==> src/rtl/hazard_stall_ctrl.sv <==
// rtl/hazard_stall_ctrl.sv - decode-stage hazard detection, MDU busy tracking and stall control
//
// Ports:
//   Clk, Reset             rising-edge clock, synchronous active-high reset
//   D_rs, D_rt             source registers of the instruction in D
//   D_use_rs, D_use_rt     D instruction actually reads rs / rt
//   D_tuse_rs, D_tuse_rt   cycles until the D instruction needs rs / rt
//   D_is_md                D instruction touches the MDU or HI/LO
//   E_dst, M_dst           destination registers in E / M (0 = none)
//   E_tnew, M_tnew         cycles until the E / M result can be forwarded
//   E_md_start             E instruction starts the MDU this cycle
//   E_md_is_div            start is a divide (else multiply)
//   PC_en                  PC advances
//   FD_hold                F/D register holds
//   DE_clear               D/E register loads a bubble
//   md_busy                MDU countdown is running
//   stall_cycles           saturating count of stalled cycles

module hazard_stall_ctrl #(
    parameter int MULT_CYCLES = 5,
    parameter int DIV_CYCLES  = 10,
    parameter int CNT_W       = 32
) (
    input  logic             Clk,
    input  logic             Reset,
    input  logic [4:0]       D_rs,
    input  logic [4:0]       D_rt,
    input  logic             D_use_rs,
    input  logic             D_use_rt,
    input  logic [1:0]       D_tuse_rs,
    input  logic [1:0]       D_tuse_rt,
    input  logic             D_is_md,
    input  logic [4:0]       E_dst,
    input  logic [4:0]       M_dst,
    input  logic [1:0]       E_tnew,
    input  logic [1:0]       M_tnew,
    input  logic             E_md_start,
    input  logic             E_md_is_div,
    output logic             PC_en,
    output logic             FD_hold,
    output logic             DE_clear,
    output logic             md_busy,
    output logic [CNT_W-1:0] stall_cycles
);

    // Countdown must hold the longer of the two latencies, and is never narrower than 4 bits.
    localparam int MD_MAX  = (MULT_CYCLES > DIV_CYCLES) ? MULT_CYCLES : DIV_CYCLES;
    localparam int MD_BITS = $clog2(MD_MAX + 1);
    localparam int MD_W    = (MD_BITS < 4) ? 4 : MD_BITS;

    localparam logic [MD_W-1:0] MD_LOAD_MULT = MD_W'(MULT_CYCLES);
    localparam logic [MD_W-1:0] MD_LOAD_DIV  = MD_W'(DIV_CYCLES);

    logic [MD_W-1:0] md_cnt;
    logic            rs_hazard;
    logic            rt_hazard;
    logic            md_hazard;
    logic            stall;

    // A source is hazardous when the producer in E or M will not have its result
    // forwardable by the time D needs it. Register 0 is hardwired and never waits.
    always_comb begin
        rs_hazard = D_use_rs && (D_rs != 5'd0) &&
                    (((D_rs == E_dst) && (E_tnew > D_tuse_rs)) ||
                     ((D_rs == M_dst) && (M_tnew > D_tuse_rs)));
        rt_hazard = D_use_rt && (D_rt != 5'd0) &&
                    (((D_rt == E_dst) && (E_tnew > D_tuse_rt)) ||
                     ((D_rt == M_dst) && (M_tnew > D_tuse_rt)));
        // The starter in E has not loaded the countdown yet, so it counts as busy too.
        md_hazard = D_is_md && (md_busy || E_md_start);
        stall     = rs_hazard || rt_hazard || md_hazard;
    end

    assign PC_en    = ~stall;
    assign FD_hold  = stall;
    assign DE_clear = stall;
    assign md_busy  = (md_cnt != '0);

    // A new start always reloads, even over a countdown already in progress.
    always_ff @(posedge Clk) begin
        if (Reset) begin
            md_cnt <= '0;
        end else if (E_md_start) begin
            md_cnt <= E_md_is_div ? MD_LOAD_DIV : MD_LOAD_MULT;
        end else if (md_cnt != '0) begin
            md_cnt <= md_cnt - 1'b1;
        end
    end

    // Saturating: once all ones the counter holds rather than wrapping.
    always_ff @(posedge Clk) begin
        if (Reset) begin
            stall_cycles <= '0;
        end else if (stall && (stall_cycles != {CNT_W{1'b1}})) begin
            stall_cycles <= stall_cycles + 1'b1;
        end
    end

endmodule

==> config.mk <==
export PLATFORM = sky130hd
export DESIGN_NAME = hazard_stall_ctrl
export DESIGN_NICKNAME = d
export VERILOG_FILES = /design/src/rtl/hazard_stall_ctrl.sv
export SDC_FILE = /design/constraint.sdc
export NUM_CORES = 1
export LEC_CHECK = 0
export ABC_AREA = 0
export CORE_MARGIN = 5
export CORE_UTILIZATION = 43
export CTS_CLUSTER_DIAMETER = 40
export DETAILED_ROUTE_END_ITERATION = 8
export PLACE_DENSITY = 0.73
export SYNTH_ARGS = -nofsm -noshare
export SYNTH_HDL_FRONTEND = slang
export SYNTH_SLANG_ARGS = --single-unit
==> constraint.sdc <==
create_clock -name Clk -period 2.6 [get_ports Clk]
set_input_delay 0.52 -clock Clk [delete_from_list [all_inputs] [get_ports Clk]]
set_output_delay 0.52 -clock Clk [all_outputs]
set_load 0.02 [all_outputs]
==> flow_metrics.env <==
export IMPL_grt_pass1_wl_mm=11.5
export IMPL_setup_viol=0
export IMPL_power_per_cell_area_nw_per_um2=370
export IMPL_vdd_drop_max_mv=0.304
export IMPL_power_leakage_uw=0.00127
export IMPL_cp_common_cell="buf_6"
export IMPL_cts_buffers=5
export IMPL_postRouteWirelength_mm=6.91
export IMPL_die_area_um2=7280
export IMPL_switchingPower_uw=367
export IMPL_firstDrtPassIters=4
export IMPL_ys_seq_area_share_pct=29.6
export IMPL_cp_slowest_cell="nor4_2"
export IMPL_cp_top_family="simple AND/OR/NAND/NOR gates"
export IMPL_drive_above_1_share_pct=17.5
export IMPL_netlist_area_um2=2440
export IMPL_synth_top_area_cell="dfxtp_1"
export IMPL_yosys_top_cells_area="dfxtp_1 30%, mux2_2 6.0%, ha_1 5.6%"
export IMPL_drv_slew=0
export IMPL_dp_hpwl_mm=4.97
export IMPL_grt_max_degree=50
export IMPL_h_tree_depth=2
export IMPL_slowest_delay_ps=290
export IMPL_finClkSkew_ps=5.10
export IMPL_grt_usage_pct=18.9
export IMPL_hold_viol=0
export IMPL_synth_top_cells_by_count="36 x dfxtp_1, 24 x a21oi_1, 21 x nor2_1"
export IMPL_syn_nets=348
export IMPL_path_max_fanout=4
export IMPL_post_route_util_pct=63.6
export IMPL_syn_area_per_cell_um2=8.07
export IMPL_drc=0
export IMPL_cts_root_buf="clkbuf_8"
export IMPL_power_frac_comb_pct=24.0
export IMPL_die_h_um=85.3
export IMPL_ys_warn_count=0
export IMPL_finish_net_count=423
export IMPL_grt_pass1_vias=2375
export IMPL_clk_latency_ps=290
export IMPL_gp_congestion=0.934
export IMPL_r2r_setup_slack_ps=280
export IMPL_place_ws_ps=-952
export IMPL_viasPerCell=5.52
export IMPL_r2r_cells=7
export IMPL_clockPowerShare_pct=31.9
export IMPL_design_core_area_um2=5510
export IMPL_cts_buffer_depth=2
export IMPL_crit_type="primary input to output pin"
export IMPL_synth_main_ff_cell="dfxtp_1"
export IMPL_clk_transition_reported_paths_ps=70
export IMPL_worst_pin_slew_ps=467
export IMPL_drv_cap=0
export IMPL_initial_core_util_pct=44.3
export IMPL_ant_nets=0
export IMPL_min_period_over_period_pct=97.4
export IMPL_power_frac_seq_pct=44.1
export IMPL_ys_types=39
export IMPL_ys_ff_latch=36
export IMPL_die_w_um=85.3
export IMPL_io_buffer_count=70
export IMPL_clock_sinks=36
export IMPL_sw_frac_of_total_pct=28.3
export IMPL_status="complete, no violations"
export IMPL_slew_headroom_pct=68.8
export IMPL_min_path_cells=2
export IMPL_crit_chain="dlygate4sd2_1 -> buf_6 -> xnor2_2 -> nand4_1 -> nor4_2 -> o221ai_1 -> and3_4 -> inv_8 -> buf_6"
export IMPL_min_period_ps=2530
export IMPL_yosysMostFrequentCell="dfxtp_1"
export IMPL_path_depth=9
export IMPL_area_delta_synth_final_pct=43.6
export IMPL_worstPathRequired_ps=2080
export IMPL_synth_top_cell_area_share_pct=29.6
export IMPL_drt_iter0_drc=124
export IMPL_setup_ws_ps=66.5
export IMPL_num_rows=27
export IMPL_synth_async_sr_flop_share_pct=0
export IMPL_synth_edf_count=0
export IMPL_diodes=0
export IMPL_crit_path_start_kind="primary input"
export IMPL_hp_class="register to register"
export IMPL_timing_fmax_mhz=395
export IMPL_wl_per_cell_um=15.3
export IMPL_worst_ep_arrival_time_ps=2010
export IMPL_power_internal_uw=928
export IMPL_antenna_found_initial=0
export IMPL_path_buf_inv=4
export IMPL_pin_count=71
export IMPL_num_vias=2486
export IMPL_gr_total_overflow=0
export IMPL_endpoint_kind="output pin"
export IMPL_cts_tree="done"
export IMPL_synthCells=302
layout make-up:
type	instances	area, µm²
timing repair buffer	86	817
sequential	36	721
tap	72	90.1
inverter	12	65.1
clock buffer	8	90.1
multi-input combinational	236	1720
fill	499	2010
worst paths after layout:
check,start,to
max,D_rs[1],DE_clear
min,stall_cycles[29],stall_cycles[29]
max reg2reg,stall_cycles[3],stall_cycles[9]
min reg2reg,stall_cycles[29],stall_cycles[29]
kinds of logic (layout without fill, tap and decap cells):
family | after synthesis | after routing | share of synthesized area (%)
adder cells (fa/ha/maj) | 11 | 11 | 5.64
AO/OA/AOI/OAI | 53 | 53 | 13.3
buffers and inverters | 30 | 106 | 5.64
XOR/XNOR | 23 | 23 | 8.26
flip-flops | 36 | 36 | 29.6
multiplexers | 13 | 13 | 6.00
AND/OR/NAND/NOR | 136 | 136 | 31.6
routing by layer:
metal  routed length (µm)  global-route usage, %  vias up
met5                    0                      0        -
met4                  120                   4.17        0
met3                  311                   4.17       13
met2                 3490                   30.9       53
met1                 2990                   25.5     1161
li1                     -                      -     1259
registers in the layout, summed over array words and instances, names as in the netlist:
register / cells
md_cnt: 4
stall_cycles: 32
repair_timing:
action | in CTS | in global routing
pin swaps | 11 | 14
endpoints found under the setup margin | 35 | 25
setup buffers | 0 | 0
endpoints found under the hold margin | 0 | 0
hold buffers | 0 | 0
resized for setup | 59 | 24
power groups by stage:
stage / Clock, µW / Combinational (µW) / Sequential, µW
floorplan: 0 / 169 / 586
global placement: 0 / 288 / 583
detailed placement: 0 / 295 / 583
CTS: 423 / 294 / 571
global route: 448 / 343 / 572
finish: 413 / 311 / 571
worst min-delay path, delay by kind of cell (launching register included):
family             cells  cell delay, ps
DFF                    1             330
AOI/OAI and AO/OA      2             130
layout by cell type (no fill, tap or decap), types with 11 or more instances in the layout:
cell             count
a21oi_1             23
buf_4               14
clkdlybuf4s50_1     40
dfxtp_1             36
dlygate4sd2_1       21
mux2_2              13
nand2_1             15
nand3_1             13
nand4_1             17
nor2_1              21
nor2b_1             13
nor3_1              11
or4_1               11
xnor2_1             12
through the flow:
stage               instance area [µm²]  std cells  setup TNS, ps  hold slack [ps]  power, µW
floorplan                          2490        302          -25.5              559        755
global placement                   3300        442         -24000              480        871
detailed placement                 3300        442         -25680              494        878
CTS                                3410        450              0              504       1290
global route                       3500        450           -186              538       1360
finish                             3500        450              0              506       1300
No activity file was read; power rests on OpenSTA's default activity.
==> RTL edit (config.mk and constraints unchanged) <==
Set the parameter `DIV_CYCLES` to 11 (it was 10).
--- a/src/rtl/hazard_stall_ctrl.sv
+++ b/src/rtl/hazard_stall_ctrl.sv
@@ -18,7 +18,7 @@
 
 module hazard_stall_ctrl #(
     parameter int MULT_CYCLES = 5,
-    parameter int DIV_CYCLES  = 10,
+    parameter int DIV_CYCLES  = 11,
     parameter int CNT_W       = 32
 ) (
     input  logic             Clk,
Formal check against the unedited RTL: no difference found for any inputs over 10 cycles, from zero or initial values and one cycle with Reset high; that may be too few to reach the edited logic, so the function may still have changed.
==> RTL edit against the unedited design <==
- wire length up 1.6%
- core utilization up 5.3 points
- synthesized cell count down 4.6%
- clock power down 7.7%
- sequential cell count unchanged
- final area up 7.6%
- combinational power up 27%
- die area down 1.1%
- setup slack worse by 0.024 ns
- synthesized area down 1.2%
- clock skew up 0.0057 ns
- sequential power up 0.9%
- power up 4.5%
- critical endpoint is now FD_hold
- largest cell class unchanged
- largest power group unchanged
==> RTL edit: results (changes against the unedited design) <==
[yosys]
ys_seq_area_share_pct = 29.92  ; +0.37 points
synth_cell_types = 48  ; +23%
avgSynthCellArea_um2 = 8.363  ; +3.6%
synth_nets = 334  ; -4.0%

[setup_path]
timing.rr.end = stall_cycles[31]
crit_start = D_rs[4]
crit_fanout = 6  ; +2
slowest_delay_ns = 0.56  ; +0.27 ns
worst-r2r-cell-count = 6  ; -1
cp.arrival_ns = 2.04  ; +0.03 ns
reg2reg_setup_slack_ns = 0.18  ; -0.10 ns
crit_slowest_cell = or4_4
setup.worst_path.end = FD_hold
r2r_start = stall_cycles[13]

[min_path]
hp-start = stall_cycles[15]
min_to = stall_cycles[15]

[route]
wl_met3_um = 243  ; -22%
routed_wl_mm = 7.016  ; +1.6%
met1_length_mm = 2.821  ; -5.5%
dr_wl_met2_mm = 3.778  ; +8.3%
post_drt_wl_per_cell_um = 15.42  ; +0.46%
vias = 2424  ; -2.5%

[sta]
worst_slew_pin_slew_ns = 0.4340  ; -0.03296 ns
fin_ws_ns = 0.04207  ; -0.02446 ns
skew_ns = 0.01083  ; +0.005733 ns

[power_and_ir_drop]
peakVddDrop_mv = 0.3313  ; +8.9%
p_leak_nw = 1.408  ; +11%

[outcome]
status = finished, final reports clean

[global_routing]
grt_pass1_vias = 2535  ; +6.7%
grt_use_met3_pct = 3.689  ; -0.49 points
grt_max_degree = 42  ; -16%
use_met2_pct = 35.44  ; +4.6 points

[finish]
num-nets-final = 429  ; +1.4%

[RTL edit: cell type report]
type	instances	area, um^2
sequential	36	720.7
tap	72	90.09
multi-input combinational	226	1869
fill	428	1705
clock inverter	1	5.005
timing repair buffer	101	948.4
clock buffer	6	72.57
inverter	13	61.31
[RTL edit: what timing repair did]
action                                  4_1_cts  5_1_grt
setup buffers                                 4        3
gates cloned                                  1        0
endpoints found under the setup margin       33       20
pin swaps                                    18       20
resized for setup                            80       35
[RTL edit: logic make-up (layout without fill, tap and decap cells)]
kind of cell,Yosys count,count (layout),synth area share (%)
compound gates,39,39,11.27
xor+xnor,36,36,13.09
fa+ha+maj,11,11,5.714
buf+inv,26,121,5.714
flops,36,36,29.92
mux,8,8,3.636
simple gates,132,132,30.65
[RTL edit: power by group]
group / switching, mW / internal (mW) / leakage [nW]
registers: 0.0123 / 0.564 / 0.291
clock network: 0.198 / 0.182 / 0.0410
logic: 0.192 / 0.204 / 1.08
